File: config.mk
export PLATFORM = sky130hd
export DESIGN_NAME = hamming_serial_tx
export DESIGN_NICKNAME = d
export VERILOG_FILES = /design/src/rtl/hamming_serial_tx.sv
export SDC_FILE = /design/constraint.sdc
export NUM_CORES = 1
export LEC_CHECK = 0
export BUFFER_PORTS_ARGS = -buffer_cell sky130_fd_sc_hd__buf_2
export CAP_MARGIN = 20
export CORE_MARGIN = 4
export CORE_UTILIZATION = 50
export CTS_CLUSTER_DIAMETER = 150
export CTS_CLUSTER_SIZE = 16
export DETAILED_ROUTE_END_ITERATION = 7
export PLACE_DENSITY = 0.79
export SYNTH_ARGS = -nofsm -noshare
export SYNTH_HDL_FRONTEND = slang
export SYNTH_SLANG_ARGS = --single-unit
File: constraint.sdc
create_clock -name clk -period 1.7 [get_ports clk]
set_input_delay 0.17 -clock clk [delete_from_list [all_inputs] [get_ports clk]]
set_output_delay 0.17 -clock clk [all_outputs]
set_load 0.005 [all_outputs]
File: src/rtl/hamming_serial_tx.sv
// Serial Hamming(7,4) transmitter: buffers one 4-bit word, encodes it and shifts the
// codeword out position 1 first, with a strobe on every bit and GAP idle cycles per frame.
module hamming_serial_tx #(
  parameter int unsigned GAP   = 1,
  parameter int unsigned CNT_W = 8
) (
  input  logic             clk,
  input  logic             rst,
  input  logic [1:4]       data_in,
  input  logic             valid_in,
  output logic             ready_out,
  output logic             data_out,
  output logic             strobe_out,
  output logic             busy,
  output logic [CNT_W-1:0] frame_cnt
);

  typedef enum logic [1:0] {StIdle, StSend, StGap} state_e;

  localparam logic [3:0] GapLast = (GAP == 0) ? 4'd0 : 4'(GAP - 1);

  state_e           state_q;
  logic [1:4]       hold_q;
  logic             hold_vld_q;
  logic [5:0]       shift_q;
  logic [2:0]       bit_cnt_q;
  logic [3:0]       gap_cnt_q;
  logic [CNT_W-1:0] frame_cnt_q;
  logic             data_out_q;
  logic             strobe_q;

  logic       accept;
  logic       send_last;
  logic       load;
  logic [6:0] cw;

  // Bit 0 holds codeword position 1 so the frame shifts out LSB first.
  function automatic logic [6:0] encode(input logic [1:4] d);
    logic p1, p2, p4;
    p1 = d[1] ^ d[2] ^ d[4];
    p2 = d[1] ^ d[3] ^ d[4];
    p4 = d[2] ^ d[3] ^ d[4];
    return {d[4], d[3], d[2], p4, d[1], p2, p1};
  endfunction

  always_comb begin
    cw        = encode(hold_q);
    accept    = valid_in && !hold_vld_q;
    send_last = (state_q == StSend) && (bit_cnt_q == 3'd6);
    load      = hold_vld_q && ((state_q == StIdle) ||
                               (send_last && (GAP == 0)) ||
                               ((state_q == StGap) && (gap_cnt_q == 4'd0)));
  end

  always_ff @(posedge clk or negedge rst) begin
    if (!rst) begin
      state_q     <= StIdle;
      hold_q      <= '0;
      hold_vld_q  <= 1'b0;
      shift_q     <= '0;
      bit_cnt_q   <= '0;
      gap_cnt_q   <= '0;
      frame_cnt_q <= '0;
      data_out_q  <= 1'b0;
      strobe_q    <= 1'b0;
    end else begin
      // accept and load are exclusive: accept needs an empty holding register, load a full one.
      if (accept) begin
        hold_q     <= data_in;
        hold_vld_q <= 1'b1;
      end else if (load) begin
        hold_vld_q <= 1'b0;
      end

      if (send_last) begin
        frame_cnt_q <= frame_cnt_q + CNT_W'(1);
      end

      if (load) begin
        state_q    <= StSend;
        shift_q    <= cw[6:1];
        data_out_q <= cw[0];
        strobe_q   <= 1'b1;
        bit_cnt_q  <= '0;
      end else begin
        unique case (state_q)
          StIdle: begin
            data_out_q <= 1'b0;
            strobe_q   <= 1'b0;
          end
          StSend: begin
            if (send_last) begin
              data_out_q <= 1'b0;
              strobe_q   <= 1'b0;
              if (GAP > 0) begin
                state_q   <= StGap;
                gap_cnt_q <= GapLast;
              end else begin
                state_q <= StIdle;
              end
            end else begin
              data_out_q <= shift_q[0];
              shift_q    <= {1'b0, shift_q[5:1]};
              bit_cnt_q  <= bit_cnt_q + 3'd1;
            end
          end
          StGap: begin
            if (gap_cnt_q == 4'd0) begin
              state_q <= StIdle;
            end else begin
              gap_cnt_q <= gap_cnt_q - 4'd1;
            end
          end
          default: begin
            state_q    <= StIdle;
            data_out_q <= 1'b0;
            strobe_q   <= 1'b0;
          end
        endcase
      end
    end
  end

  assign ready_out  = !hold_vld_q;
  assign busy       = (state_q != StIdle) || hold_vld_q;
  assign data_out   = data_out_q;
  assign strobe_out = strobe_q;
  assign frame_cnt  = frame_cnt_q;

endmodule

* Yosys cells after proc, flatten, opt, wreduce, memory -nomap -nowiden
Index checks and enable logic that the tools add are counted.
** Storage, ports and cells
- Flip-flop bits (word level) :: 30
- Bits in latches :: 0
- Bits in writable memories :: 0
- Memory bits (read-only) :: 0
- Input bits :: 7
- Memories :: 0
** Cells by class
- $add $sub $neg :: 3
- Multipliers :: 0
- Divide/modulo/power cells :: 0
- Order comparisons :: 0
- Equal/unequal tests :: 10
- Shift-type cells :: 0
- Multiplexer cells :: 21
- Bitwise logic cells :: 7
- Reductions and logical operators :: 17
** Operators by type and width (count)
- $mux W6 :: 3
- $mux W3 :: 3
- $add A8 B1 Y8 const B :: 1
- $mux W4 :: 2
- $ne A2 B2 Y1 const B :: 4
- $pmux W4 S2 :: 1
- $reduce_bool A2 Y1 :: 4
- $mux W1 :: 6
- $mux W2 :: 3
- $pmux W2 S3 :: 1
- $xor A1 B1 Y1 :: 6
- $logic_and A1 B1 Y1 :: 4
- $logic_not A4 Y1 :: 1
- $pmux W1 S2 :: 2
- $reduce_and A2 Y1 :: 2
- $reduce_and A4 Y1 :: 1
- $sub A4 B1 Y4 const B :: 1
- $add A3 B1 Y3 const B :: 1
- $eq A3 B3 Y1 const B :: 1
- $ne A3 B2 Y1 const B :: 1
- $ne A3 B3 Y1 const B :: 1
- $reduce_and A3 Y1 :: 1
- $eq A2 B1 Y1 const B :: 1
- $eq A2 B2 Y1 const B :: 1
- other kinds (5) :: 6

* Logic depth before layout (Yosys ltp)
- Depth after elaboration :: 6
- Mapped depth :: 7
- Depth with buffers taken out :: 7

* Worst setup path before layout
Ideal clock, no wire load.
- Path kind :: reg2reg
- From :: reg gap_cnt_q[0]
- To :: reg shift_q[1]
- Library setup time :: 0.126 ns
- Arrival :: 1.454 ns
- Required time :: 1.574 ns
- Setup slack :: 0.120 ns
- Cell stages (with the launch flop) :: 7
- Clock period less this slack :: 1.580 ns
- Path through :: dfrtp_1 -> inv_1 -> ha_1 -> or3b_4 -> a21boi_2 -> nor3b_1 -> a221o_1
** On the way
- Word-level cells in the longest chain between the ends :: 6
** RTL lines
- start, declared :: line 27 : logic [3:0] gap_cnt_q;
- start signal, assigned :: line 97 : gap_cnt_q <= GapLast;
- start signal, assigned :: line 111 : gap_cnt_q <= gap_cnt_q - 4'd1;
- $logic_not A4 Y1 (*) :: line 52 : ((state_q == StGap) && (gap_cnt_q == 4'd0)));
- $logic_and A1 B1 Y1 (*) :: line 52
- $logic_or A1 B1 Y1 (*) :: line 51 : (send_last && (GAP == 0)) ||
- $logic_and A1 B1 Y1 (*) :: line 50 : load = hold_vld_q && ((state_q == StIdle) ||
- $ne A2 B1 Y1 (no line) or $reduce_bool A2 Y1 (tied branches)
- $reduce_and A2 Y1 (no line)
- end signal, assigned :: line 81 : shift_q <= cw[6:1];
- end signal, assigned :: line 103 : shift_q <= {1'b0, shift_q[5:1]};
- end, declared :: line 25 : logic [5:0] shift_q;
Every way passes the cells marked *; elsewhere a longest branch is shown, timed or not.
A chain may end at the register's enable or synchronous reset.

* Final worst setup path
Same ends and word-level chain as after synthesis.

==> metrics.md <==
| Metric | Value |
|---|---|
| Syn Inst Count | `125` |
| Detailed-route via count | `991` |
| Tightest Pin Transition | `0.653 ns` |
| Synthesized area per cell | `11.3 um2` |
| Area post-placement | `1550 um2` |
| Total track usage | `16.0%` |
| Post-synthesis cell type count | `32` |
| Setup slack at placement | `-0.0314 ns` |
| Nets | `170` |
| Pwr/cell area | `1590 nW/um2` |
| Row count | `19` |
| Critical path endpoint category | `flip-flop` |
| Top FF cell, synth | `dfrtp_1` |
| Power Total | `2.64 mW` |
| Via-to-Cell Ratio | `5.24` |
| Cts bufs inserted | `5` |
| Initial Util | `51.6%` |
| Async SR Flop Fraction | `100%` |
| Hold Path Sink | `hold_q[1]` |
| Worst hold slack | `0.0615 ns` |
| Synth top area share | `53.2%` |
| Layout area overhead | `17.8%` |
| Pin count of the biggest net entering global routing | `31` |
| Post-route insts no fill | `189` |
| Routed len/inst | `13.8 um` |
| Final antenna-violating net count | `0` |
| HP Start | `data_in[1]` |
| Min-Delay Path Class | `in2reg` |
| Clock latency on the worst-skew pair | `0.33 ns` |
| Crit path required time | `1.92 ns` |
| WS Path Type | `reg2reg` |
| Die height | `61.1 um` |
| Clock transition at the registers of the reported paths | `0.09 ns` |
| Area of the multi-input gates | `616 um2` |
| Final TNS setup | `0 ns` |
| Global route overflow | `0` |
| WP data arrival | `1.90 ns` |
| Core Area | `2730 um2` |
| Final Max Slew Viols | `0` |
| Critical R2R Capture | `shift_q[1]` |
| Synth top area cells | `dfrtp_1 53%, ha_1 4.4%, xnor2_1 4.3%, nand2_1 4.3%, xor2_1 3.7%` |
| Slew headroom | `56.5%` |
| Syn_nets | `137` |
| Fmax | `598 MHz` |
| Number of fill cells | `230` |
| Register Area | `751 um2` |
| Die width | `61.1 um` |
| R2R cell count | `6` |
| Crit start category | `flip-flop` |
| Synth Warn # | `0` |
| Clock Tree Root | `clkbuf_4` |
| CTS sink cnt | `30` |
| Util after Layout | `60.8%` |
| CTS tree | `yes` |
| # DRC | `0` |
| Post-synth EDFFs | `0` |
| Vias in the first global route | `986` |
| Placed Instances | `176` |
| Final WL | `2620 um` |
| DR pass1 iterations | `4` |
| P_leak | `0.832 nW` |
| Tmin final | `1.67 ns` |
| Reg-to-reg startpoint | `gap_cnt_q[0]` |
| Initial antenna violation count | `0` |
| Post-synthesis sequential area ratio | `53.2%` |
| Flops & latches, synth | `30` |
| RSZ-0062 raised after global routing | `true` |
| Clock skew | `0.00651 ns` |
| Crit-path max FO | `4` |
| Worst-case clock buffer depth | `2` |
| 1st-iter DRT viols | `46` |
| Top Ports | `19` |
| Maxcap violations | `0` |
| Port Buf Inserts | `18` |
| Peak supply drop | `1.08 mV` |
| Number of diodes | `0` |
| Final Instance Area | `1660 um2` |
| Post-synth top area cell | `dfrtp_1` |
| Post-Syn Area | `1410 um2` |
| Full die area | `3740 um2` |
| Setup slack, reg-to-reg | `0.03 ns` |
| Setup violators final | `0` |
| Final cycle utilization of the critical path | `98.4%` |
| Final hold vios | `0` |
| Setup WS post-layout | `0.0277 ns` |
| Hold depth | `2` |
| Global placement routability congestion | `0.767` |
| DPL Wire Length | `1900 um` |
| Status | `finished clean` |
| Fraction of layout cells with a size suffix above 1 | `28.5%` |
| H-tree depth | `2` |
| First-pass GRT wire length | `4150 um` |
[per-layer routing]
| layer | track usage (%) | share of wire [%] | up-vias |
|---|---|---|---|
| li1 | - | - | 490 |
| met2 | 27.2 | 50 | 26 |
| met5 | 0 | 0 | - |
| met1 | 16.6 | 42 | 467 |
| met3 | 4.40 | 5.2 | 8 |
| met4 | 12.1 | 3.1 | 0 |
[sequential cells by signal, indices dropped and copies added (netlist names)]
| name | count |
|---|---|
| strobe_out | 1 |
| data_out | 1 |
| frame_cnt | 8 |
| hold_vld_q | 1 |
| gap_cnt_q | 4 |
| hold_q | 4 |
| bit_cnt_q | 3 |
| shift_q | 6 |
| state_q | 2 |
[final cells by class]
type / instances / share of cell area (%)
clock buffers: 7 / 2.71
inverters: 9 / 2.03
repair buffers: 29 / 10.8
multi-input cells: 83 / 37.0
flip-flops and latches: 30 / 45.1
well taps: 31 / 2.33
[critical path, cell delays in order, from the launching register on]
cell and delay, ns:
dfrtp_1 0.41, inv_2 0.07, ha_1 0.13, or3b_4 0.41, a21boi_4 0.21, nor3b_1 0.07, a221o_1 0.26
[cell families (layout without fill, tap and decap cells)]
logic type	Yosys count	after routing	share of synthesized area, %
adders and majority gates	5	5	4.43
and+or+nand+nor	41	41	16.3
buffers and inverters	12	45	4.25
DFF	30	30	53.2
AOI/OAI and AO/OA	18	18	9.13
muxes	6	6	4.61
xor gates and xnor gates	13	13	8.07
[placed cells by master, fill, tap and decap left out, drive strengths merged]
master / n
buf: 28
nand2: 16
clkbuf: 7
nor3b: 1
nor2b: 4
and2b: 1
a21boi: 1
a221oi: 1
xor2: 6
mux2i: 2
nand2b: 1
dfrtp: 30
o21ai: 8
dlygate4sd3: 1
a22o: 2
ha: 5
mux2: 4
nor4: 1
or3: 1
and4b: 1
a22oi: 3
or3b: 1
a221o: 2
nor2: 5
inv: 9
and2: 2
nand4: 3
xnor2: 7
a21oi: 1
nand3: 3
nor3: 1
[cell usage after synthesis, types with 2 or more instances]
library cell and instances:
nor2b_1 4, inv_1 9, nor2_1 5, ha_1 5, nand3_1 3, xnor2_1 7, nand2_1 16, a22oi_1 3
a221o_1 2, xor2_1 6, mux2i_1 2, buf_4 2, a22o_1 2, dfrtp_1 30, o21ai_0 7, nand4_1 2
mux2_2 4, and2_1 2
[how the worst max path moves through the flow]
stage,start,to,slack (ns),cells after the start
after floorplan,gap_cnt_q[0],shift_q[1],0.12,6
after global placement,gap_cnt_q[1],shift_q[2],0.09,7
after detailed placement,gap_cnt_q[1],shift_q[2],-0.03,7
after CTS,gap_cnt_q[1],shift_q[2],0.01,7
after global routing,gap_cnt_q[0],shift_q[2],-0.03,7
final,gap_cnt_q[0],shift_q[1],0.03,6
[where the power goes]
group / total, mW / switching, mW / internal, mW
Clock: 0.390 / 0.235 / 0.156
Combinational: 1.08 / 0.499 / 0.581
Sequential: 1.17 / 0.221 / 0.951
[repair_timing]
action / CTS / global route
pin swaps: 1 / 2
hold buffers: 1 / 0
setup buffers: 0 / 5
setup endpoints to repair: 1 / 6
hold endpoints to repair: 30 / 0
gates resized for setup: 1 / 6
No activity file was read; power rests on OpenSTA's default activity.
